[config.mk]
export PLATFORM = sky130hd
export DESIGN_NAME = regfile_arbiter
export DESIGN_NICKNAME = d
export VERILOG_FILES = /design/src/rtl/regfile_arbiter.sv
export SDC_FILE = /design/constraint.sdc
export NUM_CORES = 1
export LEC_CHECK = 0
export ABC_AREA = 1
export ABC_CLOCK_PERIOD_IN_PS = 2600
export CAP_MARGIN = 20
export CORE_MARGIN = 1
export CORE_UTILIZATION = 40
export CTS_CLUSTER_DIAMETER = 40
export DETAILED_ROUTE_END_ITERATION = 16
export PLACE_DENSITY = 0.82
export SLEW_MARGIN = 20
export SYNTH_ARGS = -nofsm -noshare
export SYNTH_HDL_FRONTEND = slang
export SYNTH_SLANG_ARGS = --single-unit
[constraint.sdc]
create_clock -name clk -period 2.6 [get_ports clk]
set_input_delay 0.78 -clock clk [delete_from_list [all_inputs] [get_ports clk]]
set_output_delay 0.78 -clock clk [all_outputs]
set_load 0.1 [all_outputs]
[src/rtl/regfile_arbiter.sv]
// rtl/regfile_arbiter.sv - two-requester round-robin access controller for the 32x32 RegFile
// Optional macro RFARB_FIXED_PRIO_EN: A always wins ties, no last_grant state.
module regfile_arbiter #(
  parameter int DATA_W = 32,
  parameter int ADDR_W = 5
) (
  input  logic              clk,
  input  logic              rst_n,
  input  logic              a_valid,
  output logic              a_ready,
  input  logic              a_we,
  input  logic [ADDR_W-1:0] a_addr1,
  input  logic [ADDR_W-1:0] a_addr2,
  input  logic [DATA_W-1:0] a_wdata,
  output logic              a_rsp_valid,
  input  logic              a_rsp_ready,
  input  logic              b_valid,
  output logic              b_ready,
  input  logic              b_we,
  input  logic [ADDR_W-1:0] b_addr1,
  input  logic [ADDR_W-1:0] b_addr2,
  input  logic [DATA_W-1:0] b_wdata,
  output logic              b_rsp_valid,
  input  logic              b_rsp_ready,
  output logic [DATA_W-1:0] rsp_data1,
  output logic [DATA_W-1:0] rsp_data2,
  output logic [ADDR_W-1:0] rf_read1,
  output logic [ADDR_W-1:0] rf_read2,
  output logic [ADDR_W-1:0] rf_write_reg,
  output logic [DATA_W-1:0] rf_write_data,
  output logic              rf_write_en,
  input  logic [DATA_W-1:0] rf_data_out_1,
  input  logic [DATA_W-1:0] rf_data_out_2
);

  typedef enum logic [1:0] {S_IDLE, S_ISSUE, S_CAPTURE, S_RESP} state_t;

  state_t              r_state;
  logic                r_owner;
  logic [ADDR_W-1:0]   r_addr1;
  logic [ADDR_W-1:0]   r_addr2;
  logic [DATA_W-1:0]   r_wdata;
  logic                r_write_en;
  logic [DATA_W-1:0]   r_rsp_data1;
  logic [DATA_W-1:0]   r_rsp_data2;
  logic                r_a_rsp_valid;
  logic                r_b_rsp_valid;
`ifndef RFARB_FIXED_PRIO_EN
  logic                r_last_grant;
`endif

  logic w_idle;
  logic w_pick_a;
  logic w_grant_a;
  logic w_grant_b;
  logic w_owner_rsp_ready;

  // r_last_grant = 1 means B won last, so A wins the next tie.
  always_comb begin
    w_idle = (r_state == S_IDLE);
`ifdef RFARB_FIXED_PRIO_EN
    w_pick_a = a_valid;
`else
    w_pick_a = a_valid & (~b_valid | r_last_grant);
`endif
    w_grant_a = w_idle & w_pick_a;
    w_grant_b = w_idle & b_valid & ~w_pick_a;
    w_owner_rsp_ready = r_owner ? b_rsp_ready : a_rsp_ready;
  end

  always_ff @(posedge clk or negedge rst_n) begin
    if (!rst_n) begin
      r_state       <= S_IDLE;
      r_owner       <= 1'b0;
      r_addr1       <= '0;
      r_addr2       <= '0;
      r_wdata       <= '0;
      r_write_en    <= 1'b0;
      r_rsp_data1   <= '0;
      r_rsp_data2   <= '0;
      r_a_rsp_valid <= 1'b0;
      r_b_rsp_valid <= 1'b0;
`ifndef RFARB_FIXED_PRIO_EN
      r_last_grant  <= 1'b1;
`endif
    end else begin
      case (r_state)
        S_IDLE: begin
          if (w_grant_a | w_grant_b) begin
            r_owner    <= w_grant_b;
            r_addr1    <= w_grant_b ? b_addr1 : a_addr1;
            r_addr2    <= w_grant_b ? b_addr2 : a_addr2;
            r_wdata    <= w_grant_b ? b_wdata : a_wdata;
            r_write_en <= w_grant_b ? b_we    : a_we;
`ifndef RFARB_FIXED_PRIO_EN
            r_last_grant <= w_grant_b;
`endif
            r_state    <= S_ISSUE;
          end
        end
        S_ISSUE: begin
          r_write_en <= 1'b0;
          r_state    <= S_CAPTURE;
        end
        S_CAPTURE: begin
          // RegFile outputs now reflect the command issued in the previous cycle.
          r_rsp_data1   <= rf_data_out_1;
          r_rsp_data2   <= rf_data_out_2;
          r_a_rsp_valid <= ~r_owner;
          r_b_rsp_valid <= r_owner;
          r_state       <= S_RESP;
        end
        S_RESP: begin
          if (w_owner_rsp_ready) begin
            r_a_rsp_valid <= 1'b0;
            r_b_rsp_valid <= 1'b0;
            r_state       <= S_IDLE;
          end
        end
        default: r_state <= S_IDLE;
      endcase
    end
  end

  assign a_ready       = w_grant_a;
  assign b_ready       = w_grant_b;
  assign a_rsp_valid   = r_a_rsp_valid;
  assign b_rsp_valid   = r_b_rsp_valid;
  assign rsp_data1     = r_rsp_data1;
  assign rsp_data2     = r_rsp_data2;
  assign rf_read1      = r_addr1;
  assign rf_read2      = r_addr2;
  assign rf_write_reg  = r_addr1;
  assign rf_write_data = r_wdata;
  assign rf_write_en   = r_write_en;

endmodule
; Word level (Yosys, flattened, before mapping)
; Index checks and enable logic that the tools add are counted.
[op_classes]
mux = 13
reduce_logical = 7
bitwise_logic = 9
n_eq_ne = 5
[op_table]
columns = op, n
row1 = $mux W32, 1
row2 = $mux W5, 2
row3 = $pmux W2 S4, 1
row4 = $reduce_and A2 Y1, 4
row5 = $pmux W1 S2, 3
row6 = $and A1 B1 Y1, 4
row7 = $eq A2 B2 Y1 const B, 2
row8 = $mux W1, 4
row9 = $mux W2, 2
row10 = $reduce_bool A2 Y1, 2
row11 = $not A1 Y1, 3
row12 = $eq A2 B1 Y1 const B, 1
row13 = $logic_not A2 Y1, 1
row14 = $ne A2 B1 Y1 const B, 1
row15 = $ne A2 B2 Y1 const B, 1
row16 = $or A1 B1 Y1, 2
[totals]
output_inout_bits = 116
regBits = 113
inputBits = 156
elab_cells = 45

; Depth between registers and ports, before layout
[depth]
ltp_word = 8
depth_mapped = 11
depth_no_buf = 10

; Worst setup path before layout
; OpenSTA, ideal clock, no wires.
[synth_path]
path_kind = in2out
startpoint = in b_valid
endpoint = out a_ready
path_slack_ns = -0.393
t_arrival_ns = 2.213
path_buffers = 0
t_required_ns = 1.820
path_stages = 3
path_cell_list = nand2_1 nand2_2 nor2_1
[synth_between]
elab_chain_len = 4
[synth_rtl]
columns = element, line
row1 = "start, declared", 17  ; input logic b_valid,
row2 = $not A1 Y1, 64  ; w_pick_a = a_valid & (~b_valid | r_last_grant);
row3 = $or A1 B1 Y1, 64
row4 = $and A1 B1 Y1, 64
row5 = $and A1 B1 Y1, 66  ; w_grant_a = w_idle & w_pick_a;
row6 = "end, declared", 10  ; output logic a_ready,
; Every way passes these cells.

; Final worst setup path
; Ends and elaborated chain as after synthesis.

==> results.py <==
metrics = {
    "logic_synthesis": {
        "synth-xor-area-share_pct": 0,
        "synth_warnings": 0,
        "synth_top_family_by_area": "simple AND/OR/NAND/NOR gates",
        "synthCells": 646,
        "muxShareOfSynthArea_pct": 0,
        "synth_nets": 807,
        "avgSynthCellArea_um2": 7.71,
        "seq_area_frac_synth_pct": 56.8,
        "syn-cell-area_mm2": 0.00498,
        "synthAdderAreaFrac_pct": 1.26,
        "synth_compound_area_share_pct": 0.653,
        "yosys.area_share.simple_pct": 36.4,
        "synth_seq_cells": 113,
        "synthDistinctLibCells": 18,
    },
    "drt": {
        "vias": 4892,
        "first_iter_violations": 279,
        "routed_via_density": 4.47,
        "drc": 0,
        "drt_wl_total_mm": 14.8,
        "postRouteAntennaNets": 0,
        "wl_per_cell_um": 13.5,
        "firstDrtPassIters": 5,
    },
    "clock_network": {
        "cts_sinks": 113,
        "cts_buffers": 17,
        "root_buffer": "clkbuf_16",
        "htreeDepth": 4,
        "cts_tree": "done",
        "clk_latency_ns": 0.40,
        "clkTransAtPathRegs_ns": 0.05,
        "clock_path_buffers": 2,
    },
    "grt": {
        "globalRouteMet2Util_pct": 40.6,
        "overflow": 0,
        "grt_use_met1_pct": 28.4,
        "antenna_found_initial": 0,
        "grt_pass1_wl_mm": 23.3,
        "use_met3_pct": 5.79,
        "grt_busiest_layer": "met2",
        "grt_use_total_pct": 23.6,
        "grt_pass1_vias": 4684,
        "grt_max_degree": 69,
    },
    "placed_design": {
        "gp_congestion": 0.823,
        "place_area_mm2": 0.00756,
        "numPortBuffers": 271,
        "dp.final_hpwl_mm": 10.5,
    },
    "critical_path": {
        "crit_start": "b_valid",
        "r2r_slack_ns": 0.69,
        "endpoint": "a_ready",
        "crit_arrival_ns": 1.78,
        "start_kind": "input pin",
        "reg2reg_from": "r_state[0]",
        "r2r_cells": 11,
        "cp-end-kind": "primary output",
        "r2r-end": "r_owner",
        "crit_fanout": 4,
        "path_class": "in2out",
        "critical_path_required_ns": 1.82,
    },
    "cells_and_area": {
        "mostFrequentLayoutCells": "nand2_1, clkdlybuf4s50_1, buf_4",
        "drive_above_1_share_pct": 18.2,
        "final_util_pct": 67.4,
        "fin_nets": 1075,
        "n_antenna_cell": 0,
        "final_area_mm2": 0.00813,
        "synthToLayoutAreaGrowth_pct": 63.3,
        "mostFrequentLayoutCell": "nand2_1",
        "fill_cells": 1017,
    },
    "floorplan": {
        "initial_core_util_pct": 41.3,
        "io_pins": 272,
        "chipWidth_um": 114,
        "dieArea_mm2": 0.0129,
        "die_h_um": 114,
        "core_mm2": 0.0121,
        "rows": 40,
    },
    "sta": {
        "fin_skew_ns": 0.00725,
        "drv_slew": 0,
        "fin_crit_ns": 2.56,
        "rsz0062_at_grt": "yes",
        "fmax_mhz": 390,
        "final-setup-viol-count": 0,
        "hold_viol_final": 0,
        "timing.final.crit_share_pct": 98.5,
        "tightest_slew_ns": 0.696,
        "maxSlewHeadroom_pct": 53.6,
        "fin_tns_setup_ns": 0,
    },
    "hold_path": {
        "hp-class": "in2async",
    },
    "outcome": {
        "outcome": "finished, final reports clean",
    },
    "flow_run": {
        "drv_cap": 0,
    },
}
-- flip-flops by register name, summed over array words and instances, names as in the netlist --
signal and flops:
r_last_grant 1, rf_write_data 32, r_state 2, a_rsp_valid 1, rf_read2 5, rsp_data2 32, rf_read1 5, r_owner 1
rsp_data1 32, rf_write_en 1, b_rsp_valid 1
-- worst min path at each step --
stage                        from            end  depth (start not counted)  slack [ns]
detailed placement   rsp_data1[3]   rsp_data1[3]                          2        0.46
floorplan            r_last_grant   r_last_grant                          2        0.47
CTS                         rst_n  rsp_data2[10]                          1        0.28
global route                rst_n   rsp_data1[0]                          1        0.30
finish                      rst_n  rsp_data2[27]                          1        0.29
global placement    rsp_data2[29]  rsp_data2[29]                          2        0.45
-- cells in the mapped netlist --
master | count | area (µm²)
dfrtp_1 | 112 | 2800
nand2_1 | 461 | 1730
buf_6 | 4 | 45.0
a21boi_0 | 1 | 7.51
inv_1 | 8 | 30.0
nand2_4 | 2 | 22.5
inv_2 | 3 | 11.3
inv_4 | 1 | 6.26
buf_2 | 10 | 50.1
nand3_1 | 7 | 35.0
nor2_1 | 3 | 11.3
a21oi_1 | 1 | 5.00
dfstp_2 | 1 | 26.3
o21ai_0 | 4 | 20.0
nand2_2 | 2 | 12.5
ha_1 | 5 | 62.6
clkbuf_1 | 15 | 56.3
buf_4 | 6 | 45.0
-- critical path, stage by stage --
cell and delay, ns:
clkdlybuf4s50_1 0.44, nand2_2 0.12, nand2_4 0.08, nor2_2 0.16
buf_12 0.20
-- layer usage --
layer  wire length, µm  up-vias
li1                  -     2469
met1              6040     2195
met2              7410      192
met3               912       36
met4               437        0
met5                 0        -
-- metrics by stage --
step	setup slack, ns	instances	hold slack, ns
after detailed placement	0.00358	1062	0.459
final	0.0380	1095	0.286
after CTS	0.00354	1095	0.282
after floorplan	0.0700	646	0.471
after global placement	0.0456	1062	0.454
after global routing	-0.00150	1095	0.296
-- area by class of cell --
type	count	area, µm²	share of cell area (%)
clock buffers	27	503	6.19
clock inverters	5	52.6	0.646
inverters	12	47.5	0.585
multi-input cells	486	1920	23.6
flip-flops and latches	113	2830	34.8
well taps	168	210	2.59
repair buffers	284	2570	31.6
-- kinds of logic after synthesis --
| kind of cell | after synthesis |
|---|---|
| simple gates | 475 |
| fa+ha+maj | 5 |
| buf+inv | 47 |
| compound gates | 6 |
| flops | 113 |
-- repair_timing --
action                     4_1_cts  5_1_grt
setup buffers                    1        0
pin swaps                        1        0
setup endpoints to repair        2        2
hold buffers                     0        0
resized for setup                1        2
Power is left out: the tool's default activity adds up to more than one toggle a clock period on the data nets, which glitch-free logic cannot reach.
==> variant: new RTL, same settings <==
Set the parameter `ADDR_W` to 6 (it was 5).
--- a/src/rtl/regfile_arbiter.sv
+++ b/src/rtl/regfile_arbiter.sv
@@ -4,3 +4,3 @@
   parameter int DATA_W = 32,
-  parameter int ADDR_W = 5
+  parameter int ADDR_W = 6
 ) (
Interface: changed (7 resized); port bits go from 272 to 279. No check against the original RTL was run, so the function may have changed too.
==> variant against the original RTL <==
- routed wire length shrank 0.34%
- sequential cell count grew 2
- synthesized area grew 2.8%
- worst setup slack gained 0.049 ns
- via count grew 1.9%
- design area grew 2.2%
- critical path type unchanged
- highest routed layer unchanged
Power is not shown: default switching activity piles up to over one toggle a cycle in this logic, so the estimate is an artifact.
==> variant: results (changes against the original RTL) <==
| Metric | Value |
|---|---|
| Status | finished, final reports clean |
| Layout cells sized above 1 | 17.9% (-0.31 points) |
| Ys Warns | 0 (unchanged) |
| Main synth FF type | dfrtp_1 |
| Largest cells by area after synthesis | dfrtp_1 56%, nand2_1 35%, buf_4 2.8%, ha_1 1.2%, buf_6 1.1% |
| Non-Filler Instances | 1112 (+1.6%) |
| FFs w/ async S/R, synth | 100% (unchanged) |
| Drt wl/cell | 13.3 um (-1.9%) |
| Worst EP arrival | 1.73 ns (-0.05 ns) |
| Syn_nets | 828 (+2.6%) |
| Max incr delay on CP | 0.50 ns (+0.06 ns) |
| Via/cell ratio | 4.48 (+0.36%) |
| Total global-route track usage | 22.8% (-0.87 points) |
| GP Congestion | 0.750 (-8.9%) |
| Vias in the first global route | 4679 (-0.11%) |
| Clk slew on worst S/H paths | 0.05 ns (about the same) |
| Grt ovf | 0 (unchanged) |
| First-pass GRT wire length | 23000 um (-1.2%) |
| Critical Path Source | a_valid |
| Quantity of I/O buffers inserted on ports | 278 (+2.6%) |
| First-iteration detailed-routing DRC count | 287 (+2.9%) |
| Syn_area_per_cell | 7.72 um2 (+0.20%) |
| CTS buffer count | 17 (unchanged) |
| Crit-path max FO | 3 (-1) |
| Synth unique cells | 17 (-1) |
| Worst-Skew Late Latency | 0.40 ns (about the same) |
| Post-synthesis sequential area ratio | 56.2% (-0.59 points) |
| Slew at the pin closest to its max-slew limit | 0.683 ns (-0.0129 ns) |
| Post-synth top cells | 474 x nand2_1, 114 x dfrtp_1, 19 x buf_4, 11 x clkbuf_1, 8 x inv_1 |
| HPWL Detailed | 10300 um (-1.3%) |
| Max Clock Skew | 0.00723 ns (-0.0000224 ns) |
| Most common cell in the netlist | nand2_1 |
| Initial antenna violation count | 1 (+1) |
| Reg-to-reg endpoint | rf_write_data[14] |
-- variant: timing repair --
action,4_1_cts,5_1_grt
setup buffers,1,0
setup endpoints to repair,1,1
hold buffers,0,0
pin swaps,1,1
resized for setup,0,4
-- variant: stage by stage --
stage / setup WS, ns / instance area, um2
final: 0.0873 / 8310
after global routing: 0.0351 / 8310
after CTS: 0.0119 / 8270
after detailed placement: 0.00402 / 7670
after global placement: 0.0164 / 7670
after floorplan: 0.0866 / 5120
-- variant: layout make-up --
class / count / area [um2]
repair buffers: 288 / 2630
multi-input cells: 498 / 1950
diodes: 1 / 2.50
inverters: 12 / 47.5
flip-flops and latches: 115 / 2880
clock inverters: 4 / 70.1
well taps: 168 / 210
clock buffers: 26 / 519
fillers: 1005 / 3950
-- variant: worst min-delay path by stage --
stage	to	slack, ns	depth (start not counted)
after floorplan	r_last_grant	0.47	2
after global placement	rsp_data2[8]	0.45	2
after detailed placement	rsp_data1[26]	0.46	2
after CTS	rsp_data2[11]	0.15	1
after global routing	rsp_data2[11]	0.14	1
final	rsp_data2[11]	0.17	1
-- variant: cell families (layout without fill, tap and decap cells) --
group | count (synthesis) | count (layout) | share of synthesized area, %
AOI/OAI and AO/OA | 6 | 6 | 0.635
adders and majority gates | 5 | 5 | 1.22
buffers and inverters | 50 | 330 | 5.91
DFF | 115 | 115 | 56.2
other | 0 | 1 | 0
and+or+nand+nor | 487 | 487 | 36.0
-- variant: metal layers --
layer,wire length (um),vias to the layer above,track usage (%),share of wire [%]
li1,-,2515,-,-
met1,5870,2248,25.7,40
met2,7220,203,38.2,49
met3,1390,20,9.70,9.4
met4,269,0,8.92,1.8
met5,0,-,0,0
